===== src/rtl/ex_muldiv_unit.sv =====
// rtl/ex_muldiv_unit.sv - iterative RV32M multiply/divide unit for the EX stage
module ex_muldiv_unit #(
    parameter int XLEN           = 32,
    parameter int BITS_PER_CYCLE = 1,
    parameter int REG_ADDR_W     = 5
) (
    input  logic                  clk,
    input  logic                  rst,
    input  logic                  rdy,
    input  logic                  flush,
    input  logic                  in_valid,
    input  logic [2:0]            funct3,
    input  logic [XLEN-1:0]       op_a,
    input  logic [XLEN-1:0]       op_b,
    input  logic [REG_ADDR_W-1:0] wd_i,
    output logic [XLEN-1:0]       result,
    output logic                  out_valid,
    output logic [REG_ADDR_W-1:0] wd_o,
    output logic                  wreg_o,
    output logic                  busy,
    output logic                  stall_req
);

    localparam int N     = XLEN / BITS_PER_CYCLE;
    localparam int CNT_W = $clog2(N + 1);
    localparam logic [XLEN-1:0]  INT_MIN  = {1'b1, {(XLEN-1){1'b0}}};
    localparam logic [CNT_W-1:0] CNT_LAST = CNT_W'(N - 1);

    typedef enum logic [1:0] {IDLE, CALC, DONE} state_t;

    state_t                state;
    logic [CNT_W-1:0]      cnt;
    logic [2:0]            op_r;
    logic [REG_ADDR_W-1:0] wd_r;
    logic [XLEN-1:0]       opd_r;      // multiplicand for MUL*, divisor for DIV*
    logic [2*XLEN-1:0]     acc;        // {partial hi, multiplier} or {remainder, dividend/quotient}
    logic                  neg_r;
    logic                  rem_neg_r;
    logic                  out_valid_r;

    logic                  signed_a, signed_b, a_neg, b_neg, b_zero, div_ovf, fast;
    logic [XLEN-1:0]       a_abs, b_abs, fast_res;

    always_comb begin
        signed_a = (funct3 == 3'd1) || !funct3[0];
        signed_b = (funct3 == 3'd1) || (!funct3[0] && funct3 != 3'd2);
        a_neg    = signed_a && op_a[XLEN-1];
        b_neg    = signed_b && op_b[XLEN-1];
        a_abs    = a_neg ? -op_a : op_a;
        b_abs    = b_neg ? -op_b : op_b;
        b_zero   = (op_b == '0);
        div_ovf  = funct3[2] && !funct3[0] && (op_a == INT_MIN) && (&op_b);
        fast     = funct3[2] && (b_zero || div_ovf);
        if (funct3[1])
            fast_res = b_zero ? op_a : '0;
        else
            fast_res = b_zero ? '1 : op_a;
    end

    logic [XLEN+BITS_PER_CYCLE-1:0] mul_sum;
    logic [2*XLEN-1:0]              mul_next, div_next, step, prod_fix;
    logic [XLEN:0]                  dr;
    logic [XLEN-1:0]                dq, calc_res;

    always_comb begin
        mul_sum  = {{BITS_PER_CYCLE{1'b0}}, acc[2*XLEN-1:XLEN]}
                 + ({{BITS_PER_CYCLE{1'b0}}, opd_r} * {{XLEN{1'b0}}, acc[BITS_PER_CYCLE-1:0]});
        mul_next = {mul_sum, acc[XLEN-1:BITS_PER_CYCLE]};

        // Restoring division: shift one dividend bit into the remainder, subtract if it fits
        dr = {1'b0, acc[2*XLEN-1:XLEN]};
        dq = acc[XLEN-1:0];
        for (int i = 0; i < BITS_PER_CYCLE; i++) begin
            dr = {dr[XLEN-1:0], dq[XLEN-1]};
            dq = {dq[XLEN-2:0], 1'b0};
            if (dr >= {1'b0, opd_r}) begin
                dr    = dr - {1'b0, opd_r};
                dq[0] = 1'b1;
            end
        end
        div_next = {dr[XLEN-1:0], dq};

        step     = op_r[2] ? div_next : mul_next;
        prod_fix = neg_r ? -step : step;
        if (!op_r[2])
            calc_res = (op_r == 3'd0) ? prod_fix[XLEN-1:0] : prod_fix[2*XLEN-1:XLEN];
        else if (op_r[1])
            calc_res = rem_neg_r ? -step[2*XLEN-1:XLEN] : step[2*XLEN-1:XLEN];
        else
            calc_res = neg_r ? -step[XLEN-1:0] : step[XLEN-1:0];
    end

    always_ff @(posedge clk) begin
        if (rst) begin
            state       <= IDLE;
            cnt         <= '0;
            op_r        <= '0;
            wd_r        <= '0;
            opd_r       <= '0;
            acc         <= '0;
            neg_r       <= 1'b0;
            rem_neg_r   <= 1'b0;
            out_valid_r <= 1'b0;
            result      <= '0;
            wd_o        <= '0;
        end else if (rdy) begin
            out_valid_r <= 1'b0;
            if (flush) begin
                state <= IDLE;
            end else begin
                case (state)
                    IDLE, DONE: begin
                        if (in_valid) begin
                            op_r      <= funct3;
                            wd_r      <= wd_i;
                            opd_r     <= funct3[2] ? b_abs : a_abs;
                            acc       <= {{XLEN{1'b0}}, funct3[2] ? a_abs : b_abs};
                            neg_r     <= a_neg ^ b_neg;
                            rem_neg_r <= a_neg;
                            cnt       <= '0;
                            if (fast) begin
                                state       <= DONE;
                                result      <= fast_res;
                                out_valid_r <= 1'b1;
                                wd_o        <= wd_i;
                            end else begin
                                state <= CALC;
                            end
                        end else begin
                            state <= IDLE;
                        end
                    end
                    CALC: begin
                        acc <= step;
                        cnt <= cnt + CNT_W'(1);
                        if (cnt == CNT_LAST) begin
                            state       <= DONE;
                            result      <= calc_res;
                            out_valid_r <= 1'b1;
                            wd_o        <= wd_r;
                        end
                    end
                    default: state <= IDLE;
                endcase
            end
        end
    end

    // A flush in the result cycle must suppress the write immediately
    assign out_valid = out_valid_r && !flush;
    assign wreg_o    = out_valid;
    assign busy      = (state != IDLE);
    assign stall_req = !flush && ((state == IDLE && in_valid) || state == CALC);

endmodule


===== config.mk =====
export PLATFORM = sky130hd
export DESIGN_NAME = ex_muldiv_unit
export DESIGN_NICKNAME = d
export VERILOG_FILES = /design/src/rtl/ex_muldiv_unit.sv
export SDC_FILE = /design/constraint.sdc
export NUM_CORES = 1
export LEC_CHECK = 0
export BUFFER_PORTS_ARGS = -buffer_cell sky130_fd_sc_hd__buf_2
export CAP_MARGIN = 15
export CELL_PAD_IN_SITES_DETAIL_PLACEMENT = 1
export CELL_PAD_IN_SITES_GLOBAL_PLACEMENT = 1
export CORE_MARGIN = 8
export CORE_UTILIZATION = 38
export DETAILED_ROUTE_END_ITERATION = 12
export PLACE_DENSITY_LB_ADDON = 0.15
export SLEW_MARGIN = 25
export SYNTH_ARGS = -nofsm -noshare
export SYNTH_HDL_FRONTEND = slang
export SYNTH_SLANG_ARGS = --single-unit

===== constraint.sdc =====
create_clock -name clk -period 4.99 [get_ports clk]
set_clock_uncertainty 0.15 [all_clocks]
set_input_delay 0.499 -clock clk [delete_from_list [all_inputs] [get_ports clk]]
set_output_delay 0.499 -clock clk [all_outputs]
set_load 0.005 [all_outputs]

### Yosys cells after proc, flatten, opt, wreduce, memory -nomap -nowiden

Cells that the tools add are included.

* $add $sub $neg: 8
* multipliers: 1
* divide/modulo/power cells: 0
* $lt $le $gt $ge: 1
* equality and inequality tests: 10
* shift-type cells: 0
* muxes and demuxes: 38
* bitwise gates (word level): 2
* reductions and logical operators: 27

Operators with widths (count)
* 32-bit 2-to-1 mux: 16
* 64-bit 2-to-1 mux: 3
* 32-bit negation: 4
* 64-bit case mux with 2 select lines: 1
* 64-bit negation: 1
* 32-bit case mux with 2 select lines: 1
* 32-bit by 33-bit adder with 33-bit output: 1
* 33-bit by 32-bit greater-or-equal comparator with 1-bit output: 1
* 32-bit by 1-bit multiplier with 33-bit output: 1
* 32-bit == test, second input constant: 1
* 32-bit zero test: 1
* 32-bit AND reduction: 1
* 32-bit subtractor: 1
* 5-bit 2-to-1 mux: 3
* 6-bit case mux with 2 select lines: 1
* 1-bit logical AND: 10
* 5-bit case mux with 2 select lines: 1
* 2-bit 2-to-1 mux: 4
* 4-bit AND reduction: 2
* 6-bit by 1-bit adder with 6-bit output, second input constant: 1
* 6-bit by 5-bit == test with 1-bit output, second input constant: 1
* 6-bit 2-to-1 mux: 1
* 2-bit inequality test, second input constant: 3
* 6-bit AND reduction: 1
* 17 further kinds: 26

* register bits: 152
* bits in latches: 0
* bits in writable memories: 0
* memory bits (read-only): 0
* input bits: 77
* output and inout bits: 41
* logic and storage cells: 98
* memories kept: 0

### Logic depth before layout (Yosys ltp)

* word-level depth: 10
* depth in mapped cells: 22
* mapped depth without buffers: 20

### Worst setup path after synthesis

No wires, ideal clock.

* path kind: reg-to-reg
* start point: register op_r[2]
* end point: register result[28]
* library setup time: 116 ps
* arrival: 4680 ps
* data required time: 4724 ps
* path slack: 44 ps
* stages on the path, launching flop included: 20
* path buffers: 7
* period minus slack after synthesis: 4946 ps
* cells stage by stage: dfxtp_1 clkbuf_1 buf_2 buf_2 buf_2 buf_1 buf_1 clkbuf_1 mux2i_1 ha_1 nand2_1 nor4_1 nand2_1 nor2_1 and2_1 nand4_1 nor4_1 nand4_1 a211o_1 a31o_2

* cells in the longest elaborated chain, start to end: 7
* elaborated cells between the ends (all ways): 13
* those cells by class: add/sub: 3; mux: 9; reduce/logical: 1

Ends and longest elaborated chain
* start, declared: line 33 `logic [2:0] op_r;`
* start signal, assigned: line 114 `op_r <= funct3;`
* 64-bit 2-to-1 mux: line 83 `step = op_r[2] ? div_next : mul_next;`
* 64-bit negation (tied with other cells): line 84 `prod_fix = neg_r ? -step : step;`
* 64-bit 2-to-1 mux (tied with other cells): line 84
* 32-bit 2-to-1 mux (on tied branches): line 86, 87
* 32-bit 2-to-1 mux (*): line 85 `if (!op_r[2])`
* 32-bit 2-to-1 mux (*): line 136 `if (cnt == CNT_LAST) begin`
* 32-bit case mux with 2 select lines (*): line 111 `case (state)`
* end signal, assigned: line 123 `result <= fast_res;`
* end signal, assigned: line 138 `result <= calc_res;`
* end, declared: line 16 `output logic [XLEN-1:0] result,`

Every way passes the cells marked *; elsewhere a longest branch is shown, timed or not. The select of a mux whose other input is x is not followed.
A chain may end at the register's enable or synchronous reset.

### Final worst setup path

* start point: register opd_r[30]
* end point: register result[31]

* cells in the longest elaborated chain, start to end: 9
* elaborated cells between the ends (all ways): 18
* those cells by class: add/sub: 5; mul: 1; order compare: 1; mux: 11

Ends and longest elaborated chain
* start, declared: line 35 `logic [XLEN-1:0] opd_r;`
* start signal, assigned: line 116 `opd_r <= funct3[2] ? b_abs : a_abs;`
* 32-bit by 1-bit multiplier with 33-bit output (tied with other cells): line 67 `+ ({{BITS_PER_CYCLE{1'b0}}, opd_r} * {{XLEN{1'b0}}, acc[BITS_PER_CYCLE-1:0]});`
* 32-bit by 33-bit adder with 33-bit output (tied with other cells): line 67
* 64-bit 2-to-1 mux (*): line 83
* 64-bit negation (tied with other cells): line 84
* 64-bit 2-to-1 mux (tied with other cells): line 84
* 32-bit 2-to-1 mux (on tied branches): line 86, 87
* 32-bit 2-to-1 mux (*): line 85
* 32-bit 2-to-1 mux (*): line 136
* 32-bit case mux with 2 select lines (*): line 111

Marked as above.

==> flow_summary_export.csv <==
group,metric,value,unit
worst_setup_path,worstSetupStartpointType,"flip-flop",
worst_setup_path,reg2reg_from,"opd_r[30]",
worst_setup_path,crit_start,"opd_r[30]",
clock_network,cts-root-buf,"clkbuf_16",
timing,slew_headroom,26.9,%
grt,grt_pass1_wl,137000,um
hold_path,min_delay_path_depth,3,
worst_setup_path,crit_type,"flip-flop to flip-flop",
yosys,ys.flop_type,"dfxtp_1",
worst_setup_path,end_kind,"flip-flop",
timing,hold_viol_final,0,
route,drc_errors,0,
timing,drv_slew,0,
timing,worst_slew_pin_slew,1090,ps
clock_network,cts.clk_slew.worst_paths,80,ps
yosys,synth-simple-area-share,27.0,%
outcome,status,"complete, no violations",
hold_path,whs_endpoint,"wd_r[2]",
yosys,avgSynthCellArea,6.89,um^2
worst_setup_path,critical_path_arrival,5130,ps
clock_network,hold_buffers,0,
floorplan,ios,118,
yosys,muxShareOfSynthArea,4.03,%
yosys,ys_seq_area_share,17.9,%
clock_network,cts_tree,"yes",
placement,dp_worst_setup_slack,-164,ps
final_layout,post-route-util,45.6,%
floorplan,row_count,77,
yosys,synth_top_family_by_area,"compound AO/OA/AOI/OAI gates",
route,drtPass1Iterations,6,
yosys,synth_fp_nets,2621,
route,avgViaCountPerCell,6.39,
yosys,synth_seq_cells,152,
clock_network,cts_made_buffers,17,
yosys,yosys_warnings,0,
floorplan,die_w,228,um
route,wl_per_cell,28.5,um
grt,grt_pass1_vias,20562,
hold_path,holdCritStartpoint,"wd_i[2]",
clock_network,htreeDepth,4,
placement,dpl.hpwl,74100,um
placement,numPortBuffers,117,
timing,min_period,4890,ps
worst_setup_path,r2r-end,"result[31]",
floorplan,dieArea,51900,um^2
yosys,synth_xor_area_share,8.02,%
clock_network,clk_latency,500,ps
floorplan,core,44200,um^2
worst_setup_path,cp.required,5230,ps
grt,grt-ovfl-total,0,
route,postRouteAntennaNets,0,
yosys,synth_edf_count,0,
yosys,synth_compound_area_share,30.7,%
clock_network,cts.sinks,152,
timing,final.setup.worst_slack,98.9,ps
timing,rsz0062_at_grt,"true",
timing,min_period_over_period,98.0,%
power,leakage,7.97,nW
floorplan,start_util,38.5,%
route,first_iter_violations,1756,
timing,clock.fmax,0.204,GHz
worst_setup_path,rr_worst_depth,16,
timing,setup-tns-final,0,ps
hold_path,hold_path.class,"input pin to flip-flop",
grt,grt_usage,34.4,%
yosys,syn_inst,2472,
grt,antenna_found_initial,9,
grt,grt_max_degree,73,
route,via_count,20780,
worst_setup_path,critPathMaxFanout,11,
timing,finalSetupViolations,0,
placement,gp_congestion,1.02,
worst_setup_path,rrSetupSlack,100,ps
run,maxCapViolations,0,
final_layout,drive_above_1_share,18.1,%
final_layout,syn_to_final_growth,18.3,%
floorplan,die_h,228,um
clock_network,cts_max_path_buffers,2,
route,drt_wl_total,92800,um
yosys,netlist_area,17000,um^2
placement,placed_cells,3199,
yosys,synth_cell_types,93,
final_layout,nets,2792,
power,p_per_area,212,nW/um^2
power,ir_drop,0.195,mV
final_layout,fin_cells,3252,
yosys,synthAdderAreaFrac,6.73,%
power,p_total,4.28,mW
yosys,async_reset_ff_share,0,%
[critical path, cell delays in order, from the launching register on]
cell and delay, ps:
dfxtp_1 410, inv_1 70, ha_1 350, a21o_1 230, a211oi_2 340, buf_4 190
nand2_1 260, buf_4 260, o31ai_2 290, buf_4 240, o221ai_1 400, nor4_2 410
buf_4 220, nand2_1 80, nor4_1 220, mux2_2 370, o311a_1 280
[per-layer routing]
layer	GRT usage, %	vias to the layer above	share of wire [%]
li1	-	9434	-
met1	42.8	10290	42
met2	55.7	820	46
met3	6.81	228	6.6
met4	18.1	8	6.0
met5	0	-	0.053
[through the flow]
stage / cell area [um^2] / hold slack (ps)
floorplan: 17000 / 287
global placement: 19200 / 289
detailed placement: 19200 / 301
CTS: 19800 / 80.1
global route: 20100 / 97.1
finish: 20200 / 102
[worst max-delay path by stage]
stage                             to  slack (ps)  depth (start not counted)
after global routing      result[30]         -80                         19
after CTS                 result[29]          60                         19
after detailed placement  result[20]        -160                         22
final                     result[31]         100                         16
after global placement    result[20]          -3                         19
after floorplan           result[28]          40                         19
[layout make-up]
class	instances	area, um^2
Multi-Input combinational cell	2074	13300
Clock inverter	13	121
Antenna cell	4	10.0
Sequential cell	152	3050
Inverter	75	282
Clock buffer	19	453
Tap cell	592	741
Fill cell	5690	24100
Timing Repair Buffer	323	2160
[cells in the final DEF (no fill, tap or decap), types with 9 or more instances in the layout]
cell	count
and3_1	10
nand3_1	43
xor2_1	62
mux2i_1	54
a41oi_1	10
or2_2	20
o21a_1	16
nand2_1	325
a22oi_1	26
o221ai_1	12
a211oi_1	47
or4_1	12
a21o_1	24
maj3_1	23
nor3_1	75
a211o_1	10
dfxtp_1	148
nand2b_1	14
mux2_2	13
nand4_1	56
and2_1	41
or3_1	24
clkbuf_16	17
nor2b_1	14
buf_4	205
ha_1	66
xnor2_1	92
buf_2	116
o211a_1	11
o21ai_0	144
o31ai_1	28
nor4_1	24
o211ai_1	69
a311oi_1	17
inv_1	73
a31oi_1	35
a221oi_1	13
nor2_1	270
o22ai_1	9
a21oi_1	185
[where the power goes]
group          internal (mW)  switching (mW)  total, mW
clock network          0.713           0.646       1.36
logic                  0.569            1.06       1.63
registers               1.24          0.0463       1.29
total                   2.53            1.75       4.28
[cells by family after synthesis]
logic type / Yosys count
xor gates and xnor gates: 156
DFF: 152
muxes: 67
AOI/OAI and AO/OA: 775
buffers and inverters: 246
adders and majority gates: 95
and+or+nand+nor: 981
[timing repair]
| action | CTS | global route |
|---|---|---|
| gates resized for setup | 5 | 47 |
| setup buffers | 0 | 16 |
| setup endpoints to repair | 3 | 25 |
| pin swaps | 0 | 12 |
[synth_stat cells (35+ instances only)]
| master | count | area share (%) |
|---|---|---|
| o21ai_0 | 148 | 4.3 |
| mux2i_1 | 54 | 3.2 |
| inv_1 | 73 | 1.6 |
| a211oi_1 | 51 | 2.2 |
| nand4_1 | 56 | 2.1 |
| and2_1 | 42 | 1.5 |
| nand2_1 | 326 | 7.2 |
| clkbuf_1 | 134 | 3.0 |
| a31oi_1 | 35 | 1.3 |
| a21oi_1 | 192 | 5.6 |
| o211ai_1 | 69 | 3.0 |
| nor3_1 | 80 | 2.4 |
| nor2_1 | 274 | 6.0 |
| ha_1 | 70 | 5.1 |
| xor2_1 | 62 | 3.2 |
| dfxtp_1 | 152 | 18 |
| nand3_1 | 44 | 1.3 |
| xnor2_1 | 94 | 4.8 |
[sequential cells by signal, summed over array words and instances, names as in the netlist]
register and flops:
result 32, cnt 6, op_r 3, rem_neg_r 1
wd_o 5, neg_r 1, state 2, out_valid_r 1
acc 64, opd_r 32, wd_r 5
Power figures use the tool's default switching activity.
